## src/rtl/psx_multi_pad_engine_pkg.sv

```systemverilog
// psx_multi_pad_engine_pkg
// Shared constants, FSM state encoding and helpers for the multi-pad PSX
// controller emulator.
//   - PSX protocol byte constants (start command, poll command, magic byte,
//     typical pad IDs)
//   - SLOT_ID: state RAM slot holding the pad ID byte
//   - state_e: engine FSM states
//   - padDataLen(): number of data bytes a pad returns, derived from its ID
package psx_multi_pad_engine_pkg;

  localparam logic [7:0] PSX_CMD_START  = 8'h01;
  localparam logic [7:0] PSX_CMD_POLL   = 8'h42;
  localparam logic [7:0] PSX_PAD_MAGIC  = 8'h5A;
  localparam logic [7:0] PSX_ID_DIGITAL = 8'h41;
  localparam logic [7:0] PSX_ID_ANALOG  = 8'h73;

  localparam int SLOT_ID      = 0;
  localparam int MAX_DATA_LEN = 7;

  typedef enum logic [1:0] {
    S_IDLE     = 2'd0,
    S_READ_CMD = 2'd1,
    S_FETCH    = 2'd2,
    S_WRITE    = 2'd3
  } state_e;

  // The low ID nibble counts half-words of pad data; only 7 data slots exist
  // per port, so longer pads are truncated.
  function automatic logic [2:0] padDataLen(input logic [3:0] idLow);
    logic [4:0] raw;
    raw = {idLow, 1'b0};
    if (raw > 5'(MAX_DATA_LEN)) begin
      return 3'(MAX_DATA_LEN);
    end
    return raw[2:0];
  endfunction

endpackage

```

## src/rtl/psx_rr_arbiter.sv

```systemverilog
// psx_rr_arbiter
// Round-robin selector over the per-port "command byte ready" flags. The
// search starts one past the most recently granted port and wraps, so every
// raised request is granted within NUM_PORTS grants.
// Ports:
//   clk, reset   clock and asynchronous active-high reset
//   req_i        request vector, one bit per port
//   enable_i     a grant taken this cycle advances the priority pointer
//   grant_o      index of the selected port (valid when valid_o)
//   valid_o      at least one request is present
module psx_rr_arbiter
  import psx_multi_pad_engine_pkg::*;
#(
  parameter int NUM_PORTS = 4,
  parameter int PORT_BITS = 2
) (
  input  logic                 clk,
  input  logic                 reset,
  input  logic [NUM_PORTS-1:0] req_i,
  input  logic                 enable_i,
  output logic [PORT_BITS-1:0] grant_o,
  output logic                 valid_o
);

  logic [PORT_BITS-1:0] last_q, last_d;

  // Candidate index wraps naturally at PORT_BITS, which matches the port
  // count because NUM_PORTS is a power of two.
  always_comb begin
    logic [PORT_BITS-1:0] cand;
    grant_o = '0;
    valid_o = 1'b0;
    cand    = '0;
    for (int k = 1; k <= NUM_PORTS; k++) begin
      cand = last_q + PORT_BITS'(k);
      if (!valid_o && req_i[cand]) begin
        valid_o = 1'b1;
        grant_o = cand;
      end
    end
  end

  always_comb begin
    last_d = last_q;
    if (enable_i && valid_o) begin
      last_d = grant_o;
    end
  end

  // Resetting to the highest port makes port 0 the first candidate.
  always_ff @(posedge clk or posedge reset) begin
    if (reset) begin
      last_q <= PORT_BITS'(NUM_PORTS - 1);
    end else begin
      last_q <= last_d;
    end
  end

endmodule

```

## src/rtl/sync_dualport_sram.sv

```systemverilog
// sync_dualport_sram
// Simple dual-port synchronous RAM: one write port, one read port, one-cycle
// read latency. A read and a write to the same address on the same edge
// returns the old contents (read-before-write).
// Ports:
//   clk              clock
//   we_i/waddr_i/wdata_i   write strobe, address, data
//   re_i/raddr_i     read enable and address
//   rdata_o          registered read data, holds while re_i is low
module sync_dualport_sram #(
  parameter int ADDR_BITS = 5,
  parameter int DATA_BITS = 8
) (
  input  logic                 clk,
  input  logic                 we_i,
  input  logic [ADDR_BITS-1:0] waddr_i,
  input  logic [DATA_BITS-1:0] wdata_i,
  input  logic                 re_i,
  input  logic [ADDR_BITS-1:0] raddr_i,
  output logic [DATA_BITS-1:0] rdata_o
);

  logic [DATA_BITS-1:0] mem [2**ADDR_BITS];

  // Both accesses use non-blocking updates, so a same-edge read sees the
  // value from before the write.
  always_ff @(posedge clk) begin
    if (we_i) begin
      mem[waddr_i] <= wdata_i;
    end
    if (re_i) begin
      rdata_o <= mem[raddr_i];
    end
  end

endmodule

```

## src/rtl/psx_multi_pad_engine.sv

```systemverilog
// psx_multi_pad_engine
// Emulates NUM_PORTS PlayStation pads on a Parallel Playstation Bus. Picks a
// port with a pending command byte (round robin), reads the byte, and answers
// with the pad ID, the 0x5A magic byte or button/axis bytes taken from a
// host-written per-port state RAM.
// Ports:
//   clk, reset        clock and asynchronous active-high reset
//   write_addr_i      host state RAM address {port, slot}
//   write_data_i      host write data
//   write_en_i        host write strobe
//   ppb_irq_flags_i   per-port "command byte ready"
//   ppb_port_o        port selected for the current PPB operation
//   ppb_read_o        request a command byte read
//   ppb_write_o       request a reply byte write
//   ppb_ack_o         one-cycle acknowledge of the current byte
//   ppb_reply_o       reply byte, valid while ppb_write_o is high
//   ppb_done_i        PPB operation complete (one cycle)
//   ppb_command_i     received command byte, valid with ppb_done_i
//   ppb_index_i       byte index of that command within the transaction
module psx_multi_pad_engine
  import psx_multi_pad_engine_pkg::*;
#(
  parameter int NUM_PORTS = 4,
  parameter int PORT_BITS = 2,
  parameter int SLOT_BITS = 3
) (
  input  logic                           clk,
  input  logic                           reset,
  input  logic [PORT_BITS+SLOT_BITS-1:0] write_addr_i,
  input  logic [7:0]                     write_data_i,
  input  logic                           write_en_i,
  input  logic [NUM_PORTS-1:0]           ppb_irq_flags_i,
  output logic [PORT_BITS-1:0]           ppb_port_o,
  output logic                           ppb_read_o,
  output logic                           ppb_write_o,
  output logic                           ppb_ack_o,
  output logic [7:0]                     ppb_reply_o,
  input  logic                           ppb_done_i,
  input  logic [7:0]                     ppb_command_i,
  input  logic [4:0]                     ppb_index_i
);

  localparam int ADDR_BITS = PORT_BITS + SLOT_BITS;

  state_e               state_q, state_d;
  logic [PORT_BITS-1:0] port_q, port_d;
  logic                 read_q, read_d;
  logic                 write_q, write_d;
  logic                 ack_q, ack_d;
  logic                 useRam_q, useRam_d;
  logic                 latchId_q, latchId_d;
  logic [7:0]           replyConst_q, replyConst_d;
  logic [SLOT_BITS-1:0] slot_q, slot_d;

  // Only the low ID nibble matters for the data length, so that is all that
  // is kept per port.
  logic [3:0]           padIdLow_q [NUM_PORTS];

  logic [PORT_BITS-1:0] grant;
  logic                 grantValid;
  logic                 ramRe;
  logic [ADDR_BITS-1:0] ramRaddr;
  logic [7:0]           ramRdata;
  logic [2:0]           dataLen;
  logic [4:0]           replyEnd;

  psx_rr_arbiter #(
    .NUM_PORTS (NUM_PORTS),
    .PORT_BITS (PORT_BITS)
  ) uArbiter (
    .clk      (clk),
    .reset    (reset),
    .req_i    (ppb_irq_flags_i),
    .enable_i (state_q == S_IDLE),
    .grant_o  (grant),
    .valid_o  (grantValid)
  );

  sync_dualport_sram #(
    .ADDR_BITS (ADDR_BITS),
    .DATA_BITS (8)
  ) uStateRam (
    .clk     (clk),
    .we_i    (write_en_i),
    .waddr_i (write_addr_i),
    .wdata_i (write_data_i),
    .re_i    (ramRe),
    .raddr_i (ramRaddr),
    .rdata_o (ramRdata)
  );

  // The read is issued only in S_FETCH so ramRdata stays stable for the
  // whole S_WRITE phase.
  assign ramRe    = (state_q == S_FETCH);
  assign ramRaddr = {port_q, slot_q};

  // Indices 2 .. replyEnd-1 carry data bytes; anything at or past replyEnd
  // is left unanswered, which ends the transaction.
  assign dataLen  = padDataLen(padIdLow_q[port_q]);
  assign replyEnd = 5'd2 + {2'b00, dataLen};

  always_comb begin
    state_d      = state_q;
    port_d       = port_q;
    read_d       = read_q;
    write_d      = write_q;
    ack_d        = 1'b0;
    useRam_d     = useRam_q;
    latchId_d    = latchId_q;
    replyConst_d = replyConst_q;
    slot_d       = slot_q;

    case (state_q)
      S_IDLE: begin
        write_d = 1'b0;
        if (grantValid) begin
          port_d  = grant;
          read_d  = 1'b1;
          state_d = S_READ_CMD;
        end else begin
          read_d = 1'b0;
        end
      end

      S_READ_CMD: begin
        if (ppb_done_i) begin
          read_d    = 1'b0;
          useRam_d  = 1'b0;
          latchId_d = 1'b0;
          state_d   = S_IDLE;
          if (ppb_index_i == 5'd0) begin
            // Anything but the start byte is addressed to another device
            // (e.g. a memory card), so stay silent.
            if (ppb_command_i == PSX_CMD_START) begin
              slot_d    = SLOT_BITS'(SLOT_ID);
              useRam_d  = 1'b1;
              latchId_d = 1'b1;
              state_d   = S_FETCH;
            end
          end else if (ppb_index_i == 5'd1) begin
            replyConst_d = PSX_PAD_MAGIC;
            write_d      = 1'b1;
            ack_d        = 1'b1;
            state_d      = S_WRITE;
          end else if (ppb_index_i < replyEnd) begin
            slot_d   = SLOT_BITS'(ppb_index_i - 5'd1);
            useRam_d = 1'b1;
            state_d  = S_FETCH;
          end
        end
      end

      S_FETCH: begin
        write_d = 1'b1;
        ack_d   = 1'b1;
        state_d = S_WRITE;
      end

      S_WRITE: begin
        if (ppb_done_i) begin
          write_d = 1'b0;
          state_d = S_IDLE;
        end
      end

      default: begin
        state_d = S_IDLE;
      end
    endcase
  end

  always_ff @(posedge clk or posedge reset) begin
    if (reset) begin
      state_q      <= S_IDLE;
      port_q       <= '0;
      read_q       <= 1'b0;
      write_q      <= 1'b0;
      ack_q        <= 1'b0;
      useRam_q     <= 1'b0;
      latchId_q    <= 1'b0;
      replyConst_q <= '0;
      slot_q       <= '0;
    end else begin
      state_q      <= state_d;
      port_q       <= port_d;
      read_q       <= read_d;
      write_q      <= write_d;
      ack_q        <= ack_d;
      useRam_q     <= useRam_d;
      latchId_q    <= latchId_d;
      replyConst_q <= replyConst_d;
      slot_q       <= slot_d;
    end
  end

  // The ID byte is first visible on ramRdata in the S_WRITE entry cycle of
  // an index-0 reply; that is where it is captured for later length checks.
  always_ff @(posedge clk or posedge reset) begin
    if (reset) begin
      for (int p = 0; p < NUM_PORTS; p++) begin
        padIdLow_q[p] <= '0;
      end
    end else if (state_q == S_WRITE && ack_q && latchId_q) begin
      padIdLow_q[port_q] <= ramRdata[3:0];
    end
  end

  assign ppb_port_o  = port_q;
  assign ppb_read_o  = read_q;
  assign ppb_write_o = write_q;
  assign ppb_ack_o   = ack_q;
  assign ppb_reply_o = write_q ? (useRam_q ? ramRdata : replyConst_q) : 8'h00;

endmodule

```

## config.mk

```make
export PLATFORM = sky130hd
export DESIGN_NAME = psx_multi_pad_engine
export DESIGN_NICKNAME = d
export VERILOG_FILES = /design/src/rtl/psx_multi_pad_engine_pkg.sv /design/src/rtl/psx_rr_arbiter.sv /design/src/rtl/sync_dualport_sram.sv /design/src/rtl/psx_multi_pad_engine.sv
export SDC_FILE = /design/constraint.sdc
export NUM_CORES = 1
export LEC_CHECK = 0
export CAP_MARGIN = 20
export CORE_ASPECT_RATIO = 1.2
export CORE_MARGIN = 1
export CORE_UTILIZATION = 41
export CTS_CLUSTER_DIAMETER = 150
export DETAILED_ROUTE_END_ITERATION = 10
export PLACE_DENSITY = 0.53
export SKIP_CTS_REPAIR_TIMING = 1
export SYNTH_ARGS = -nofsm -noshare
export SYNTH_HDL_FRONTEND = slang
export SYNTH_HIERARCHICAL = 1
export SYNTH_SLANG_ARGS = --single-unit
```

## constraint.sdc

```tcl
create_clock -name clk -period 4.1 [get_ports clk]
set_input_delay 0.41 -clock clk [delete_from_list [all_inputs] [get_ports clk]]
set_output_delay 0.41 -clock clk [all_outputs]
set_load 0.02 [all_outputs]
```

==> results of run 1 <==
==> flip-flops by register name, summed over array words and instances, names as in the netlist, 2 cells and up, named ones only <==
| name | count |
|---|---|
| slot_q | 3 |
| uStateRam/rdata_o | 8 |
| uArbiter/last_q | 2 |
| uStateRam/mem | 256 |
| ppb_port_o | 2 |
| padIdLow_q | 16 |
==> synth_stat cells (all sizes together) (5+ instances only) <==
| cell type | instances |
|---|---|
| clkbuf | 8 |
| a21boi | 5 |
| inv | 12 |
| nor4 | 5 |
| nand3b | 6 |
| dfrtp | 29 |
| buf | 16 |
| mux2 | 28 |
| and3 | 5 |
| nand2 | 17 |
| nand3 | 9 |
| mux4 | 82 |
| edfxtp | 264 |
| nor2 | 40 |
| ha | 11 |
==> per-layer routing <==
layer / up-vias / GRT usage, % / wire (um)
li1: 2568 / - / -
met1: 3035 / 22.6 / 10400
met2: 157 / 29.1 / 12500
met3: 40 / 2.20 / 1030
met4: 0 / 5.18 / 655
met5: - / 0 / 0
==> power breakdown <==
part           switching [mW]  leakage [nW]  internal (mW)
logic                    1.04          1.34           1.19
clock network            1.08         0.467           1.49
registers               0.212          2.79           3.43
==> stage by stage <==
stage	cell area, um2	hold WS, ps
CTS	13900	131
global placement	12900	456
detailed placement	12900	457
floorplan	12000	322
finish	14000	146
global route	14000	158
==> layout make-up <==
class,instances,area [um2]
fill,2406,14700
tap,385,482
clock buffer,43,882
clock inverter,12,61.3
inverter,12,45.0
sequential,295,8710
multi-input combinational,256,3100
timing repair buffer,64,766
==> logic make-up after synthesis <==
group | Yosys count | synth area share (%)
flops | 295 | 72.6
simple gates | 106 | 4.77
buf+inv | 36 | 1.49
compound gates | 27 | 1.76
fa+ha+maj | 11 | 1.15
xor+xnor | 2 | 0.146
mux | 110 | 18.0
==> worst max-delay path by stage <==
| stage | to | cells after the start | slack (ps) |
|---|---|---|---|
| 2_1_floorplan | slot_q[0] | 11 | 800 |
| 3_5_place_dp | slot_q[1] | 12 | 600 |
| 6_report | slot_q[2] | 12 | 590 |
| 4_1_cts | slot_q[2] | 12 | 550 |
| 5_1_grt | slot_q[2] | 12 | 310 |
| 3_3_place_gp | slot_q[0] | 12 | 730 |
==> worst register-to-register path, delay by kind of cell (launching register included) <==
| family | cells | cell delay, ps |
|---|---|---|
| AOI/OAI and AO/OA | 2 | 570 |
| adders and majority gates | 2 | 570 |
| buffers and inverters | 2 | 260 |
| DFF | 1 | 420 |
| and+or+nand+nor | 6 | 1610 |
==> results.md, run 1 <==
* Status: finished, final reports clean
* Ys Warns at 6
* Clock slew at reported path FFs at 60 ps
* Number of global-route vias before repair at 6,046
* Crit-path cells: buf_4 -> nor4b_1 -> nor4_1 -> or2_2 -> ha_1 -> inv_1 -> ha_1 -> and4b_4 -> a2111oi_0 -> nand3_1 -> or3_4 -> o2bb2ai_1
* Crit Path Category: register to register
* Tightest Pin Transition at 849 ps
* Cells taking the most area after synthesis: edfxtp_1 (66%), mux4_2 (15%), dfrtp_1 (6.1%)
* Yosys top cell by area: edfxtp_1
* First-pass GRT wire length at 37,100 um
* Die area at 0.0299 mm2
* Max Cap Viol at 0
* Most used cell, CP: ha_1
* Power consumption at 8.45 mW
* Final Util at 48.8%
* Root buf cell: clkbuf_16
* Synthesized area per cell at 20.4 um2
* Post-synth top flop: edfxtp_1
* Pre-CTS setup slack at 605 ps
* Global route overflow at 0
* Tot GR Track Use at 17.0%
* Final Cycle Share at 85.7%
* Crit. Startpoint: ppb_port_o[1]
* Post-synth EDFFs at 264
* Top delay family on crit path: simple AND/OR/NAND/NOR gates
* Setup violations, final at 0
* Post-Layout Cell Count at 1,067
* IO Pins at 47
* Num CTS Buffers at 30
* Tmin final at 3510 ps
* Synth-to-layout area growth at 17.2%
* HP Class: input pin to async pin
* Mapped Nets at 632
* DR vias at 5,800
* Mapped Cells at 587
* Wire length per cell at 23.1 um
* Via density at 5.44
* Total Wirelength at 24,600 um
* Row count at 68
* Worst r2r src: ppb_port_o[1]
* Die width at 158 um
* R2R Path End: slot_q[2]
* Setup WS post-layout at 587 ps
* Pre-antenna DRT Iters at 4
* Die height at 189 um
* Most frequent cells in the layout: edfxtp_1 (264), mux4_2 (82), clkdlybuf4s50_1 (46)
* Clock latency on the worst-skew pair at 550 ps
* # diodes at 0
* FF-to-FF setup slack at 590 ps
* Core box area at 0.0288 mm2
* Synthesized flop and latch total at 295
* CTS max path bufs at 3
* Placed insts at 1,004
* Pin count of the biggest net entering global routing at 33
* GPL Wtd Cong at 0.791
* Crit end category: register
* Distinct cell type count after synthesis at 53
* CP arrival at 3980 ps
* Leakage at 4.60 nW
* TritonCTS clock tree: built
* Worst Reg2Reg Path Length in Cells at 12
* Setup Total Neg Slack at 0 ps
* Rel. slew slack at 43.2%
* Net count, final at 704
* CP Buf/Inv Count at 2
* Peak fanout along the critical path at 11
* Share of layout cells above drive strength 1 at 28.3%
* DRC at 0
* ANT nets after route at 0
* Sequential share of the synthesized area at 72.6%
* Initial Utilization at 41.7%
* Crit-path max cell delay at 420 ps
* PwrDens at 602 mW/mm2
* Clk_skew at 10.4 ps
* Post-synth ARST share at 10.5%
* H-Tree Level Count at 1
* Fin. Hold Viols at 0
* Cell at the slowest stage of the critical path: dfrtp_1
* DR iter-0 viols at 454
* # port buffers at 46
* Synth top area share at 66.1%
* Pins Over Slew Limit at 0
* Initial antenna violation count at 0
* Post-Synthesis Cell Area at 0.0120 mm2
* Fmax at 0.285 GHz
* CP Launch Type: register
* Commonest non-fill, non-tap cell in the layout: edfxtp_1
* Worst path required time at 4560 ps
* DP HPWL at 16,400 um
* # clock sinks at 295
* Maximum vdd drop at 310 uV
* RSZ-0062 raised after global routing: false
No activity file was read; power rests on OpenSTA's default activity.
==> inputs of run 2 (changes only) <==
CAP_MARGIN = unset   (was 20)
==> run 2 against run 1 <==
Compared with the run above: final area is 0.96% lower; register-to-register slack better by 30 ps; routed wire length decreased by 0.74%; hold slack gained 80 ps.
==> results.md, run 2 (synthesized netlist as in run 1, its figures left out) <==
* Status: finished, final reports clean
* R2R Path End: slot_q[2]
* Most used cell, CP: ha_1
* RSZ-0062 raised after global routing: false
* Crit Path Category: register to register
* Num CTS Buffers at 30 (unchanged)
* Crit-path cells: buf_4 -> nor4b_1 -> nor4_1 -> or2_2 -> ha_1 -> inv_1 -> ha_1 -> and4b_4 -> a2111oi_0 -> nand3_1 -> or3_4 -> o2bb2ai_1
* Clock slew at reported path FFs at 60 ps (about the same)
* Fin. Hold Viols at 0 (unchanged)
* Die height at 189 um (unchanged)
* # clock sinks at 295 (unchanged)
* Global route overflow at 0 (unchanged)
* IO Pins at 47 (unchanged)
* Max Cap Viol at 0 (unchanged)
* GPL Wtd Cong at 0.791 (unchanged)
* Worst path required time at 4550 ps (about the same)
* Tot GR Track Use at 17.0% (-0.049 points)
* # diodes at 0 (unchanged)
* TritonCTS clock tree: built
* H-Tree Level Count at 1 (unchanged)
* # fillers at 2,424 (+0.75%)
* Share of layout cells above drive strength 1 at 28.1% (-0.22 points)
* Clk_skew at 8.31 ps (-2.11 ps)
* Commonest non-fill, non-tap cell in the layout: edfxtp_1
* First-pass GRT wire length at 37,100 um (about the same)
* Pins Over Slew Limit at 0 (unchanged)
* Met2 Usage GRT at 29.3% (+0.15 points)
* Clock latency on the worst-skew pair at 540 ps (about the same)
* DP HPWL at 16,400 um (-0.14%)
* PwrDens at 619 mW/mm2 (+2.8%)
* DR vias at 5,723 (-1.3%)
* Row count at 68 (unchanged)
* Final Cycle Share at 85.0% (-0.68 points)
* Leakage at 4.52 nW (-1.7%)
* Net count, final at 695 (-1.3%)
* Setup violations, final at 0 (unchanged)
* Largest regs: uStateRam/mem (256), padIdLow_q (16), uStateRam/rdata_o (8)
* M1 GR Usage at 22.8% (+0.14 points)
* Maximum vdd drop at 343 uV (+11%)
* Setup WS post-layout at 615 ps (+28.0 ps)
* DR iter-0 viols at 478 (+5.3%)
* Tmin final at 3490 ps (-28.0 ps)
* Rel. slew slack at 17.7% (-25 points)
* Fmax at 0.287 GHz (+0.80%)
* Pre-CTS setup slack at 604 ps (-1.08 ps)
* Total Wirelength at 24,400 um (-0.74%)
* CP Launch Type: register
* CP arrival at 3940 ps (-40 ps)
* Synth-to-layout area growth at 16.1%
* Seq. cell area at 0.00871 mm2 (unchanged)
* Root buf cell: clkbuf_16
* Crit-path max cell delay at 420 ps (about the same)
* Worst hold margin at 226 ps (+79.7 ps)
* Die area at 0.0299 mm2 (unchanged)
* Max reg flops at 256 (unchanged)
* Most Used Layer, Global Route: met2
* Initial Utilization at 41.7% (unchanged)
* Final Util at 48.4% (-0.47 points)
* Peak fanout along the critical path at 11 (unchanged)
* Worst Reg2Reg Path Length in Cells at 12 (unchanged)
* Worst r2r src: ppb_port_o[1]
* Pin count of the biggest net entering global routing at 33 (unchanged)
* DRC at 0 (unchanged)
* CTS max path bufs at 3 (unchanged)
* HP Class: input pin to async pin
* Routing usage on met3 at 2.06% (-0.14 points)
* Most frequent cells in the layout: edfxtp_1 (264), mux4_2 (82), clkdlybuf4s50_1 (46)
* Crit end category: register
* Cell at the slowest stage of the critical path: dfrtp_1
* Via density at 5.41 (-0.49%)
* Most flop-heavy register: uStateRam/mem
* Die width at 158 um (unchanged)
* Pre-antenna DRT Iters at 4 (unchanged)
* Initial antenna violation count at 0 (unchanged)
* Tightest Pin Transition at 1230 ps (+382 ps)
* # port buffers at 46 (unchanged)
* Setup Total Neg Slack at 0 ps (unchanged)
* ANT nets after route at 0 (unchanged)
* Footprint of the multi-input gates at 0.00310 mm2 (unchanged)
* FF-to-FF setup slack at 610 ps (+30 ps)
* Wire length per cell at 23.1 um (+0.11%)
* Number of global-route vias before repair at 6,036 (-0.17%)
* Core box area at 0.0288 mm2 (unchanged)
run 2: cell count changes in the layout (fill, tap and decap cells not counted):
cell	change
clkinv_4	+1
clkbuf_1	-4
clkbuf_8	-4
clkinvlp_4	+4
buf_16	-4
bufinv_16	+4
buf_8	-3
buf_12	-1
clkbuf_16	-2
clkinv_2	+1
clkinv_1	-1
run 2: worst max-delay path by stage:
| stage | from | end | slack [ps] | cells past startpoint |
|---|---|---|---|---|
| global route | ppb_port_o[1] | slot_q[2] | 290 | 12 |
| global placement | ppb_port_o[1] | slot_q[0] | 730 | 12 |
| CTS | ppb_port_o[1] | slot_q[2] | 570 | 12 |
| detailed placement | ppb_port_o[1] | slot_q[0] | 600 | 12 |
| finish | ppb_port_o[1] | slot_q[2] | 610 | 12 |
| floorplan | ppb_port_o[0] | slot_q[0] | 800 | 11 |
run 2: final cells by class:
cell class / count / area share [%]
sequential: 295 / 62.6
multi-input combinational: 256 / 22.3
clock buffer: 34 / 5.66
timing repair buffer: 55 / 4.07
tap: 385 / 3.46
clock inverter: 21 / 1.59
inverter: 12 / 0.324
run 2: power breakdown:
part | total, mW | leakage [nW] | internal (mW) | switching (mW)
logic | 2.21 | 1.25 | 1.18 | 1.04
registers | 3.65 | 2.79 | 3.43 | 0.212
clock network | 2.75 | 0.485 | 1.63 | 1.11
total | 8.61 | 4.52 | 6.24 | 2.36
run 2: per-stage QoR:
| stage | instance area (um2) | cells | power (mW) |
|---|---|---|---|
| after floorplan | 12000 | 587 | 5.22 |
| after global placement | 12900 | 1003 | 5.93 |
| after detailed placement | 12900 | 1003 | 5.97 |
| after CTS | 13900 | 1058 | 8.73 |
| after global routing | 13900 | 1058 | 9.00 |
| final | 13900 | 1058 | 8.61 |
run 2: critical path: cells and delay by family, from the launching register on:
| family | cells | cell delay (ps) |
|---|---|---|
| buffers and inverters | 2 | 250 |
| AO/OA/AOI/OAI | 2 | 580 |
| flip-flops | 1 | 420 |
| AND/OR/NAND/NOR | 6 | 1580 |
| adder cells (fa/ha/maj) | 2 | 570 |
run 2: routing by layer:
metal	share of wire, %	routed length, um
met5	0	0
met4	1.9	473
met3	4.2	1030
met2	51	12500
met1	43	10400
==> inputs of run 3 (changes only) <==
CORE_MARGIN = unset   (was 1)
==> results of run 3 <==
Same layout as run 2: the final DEF is identical, and so are final timing and power.
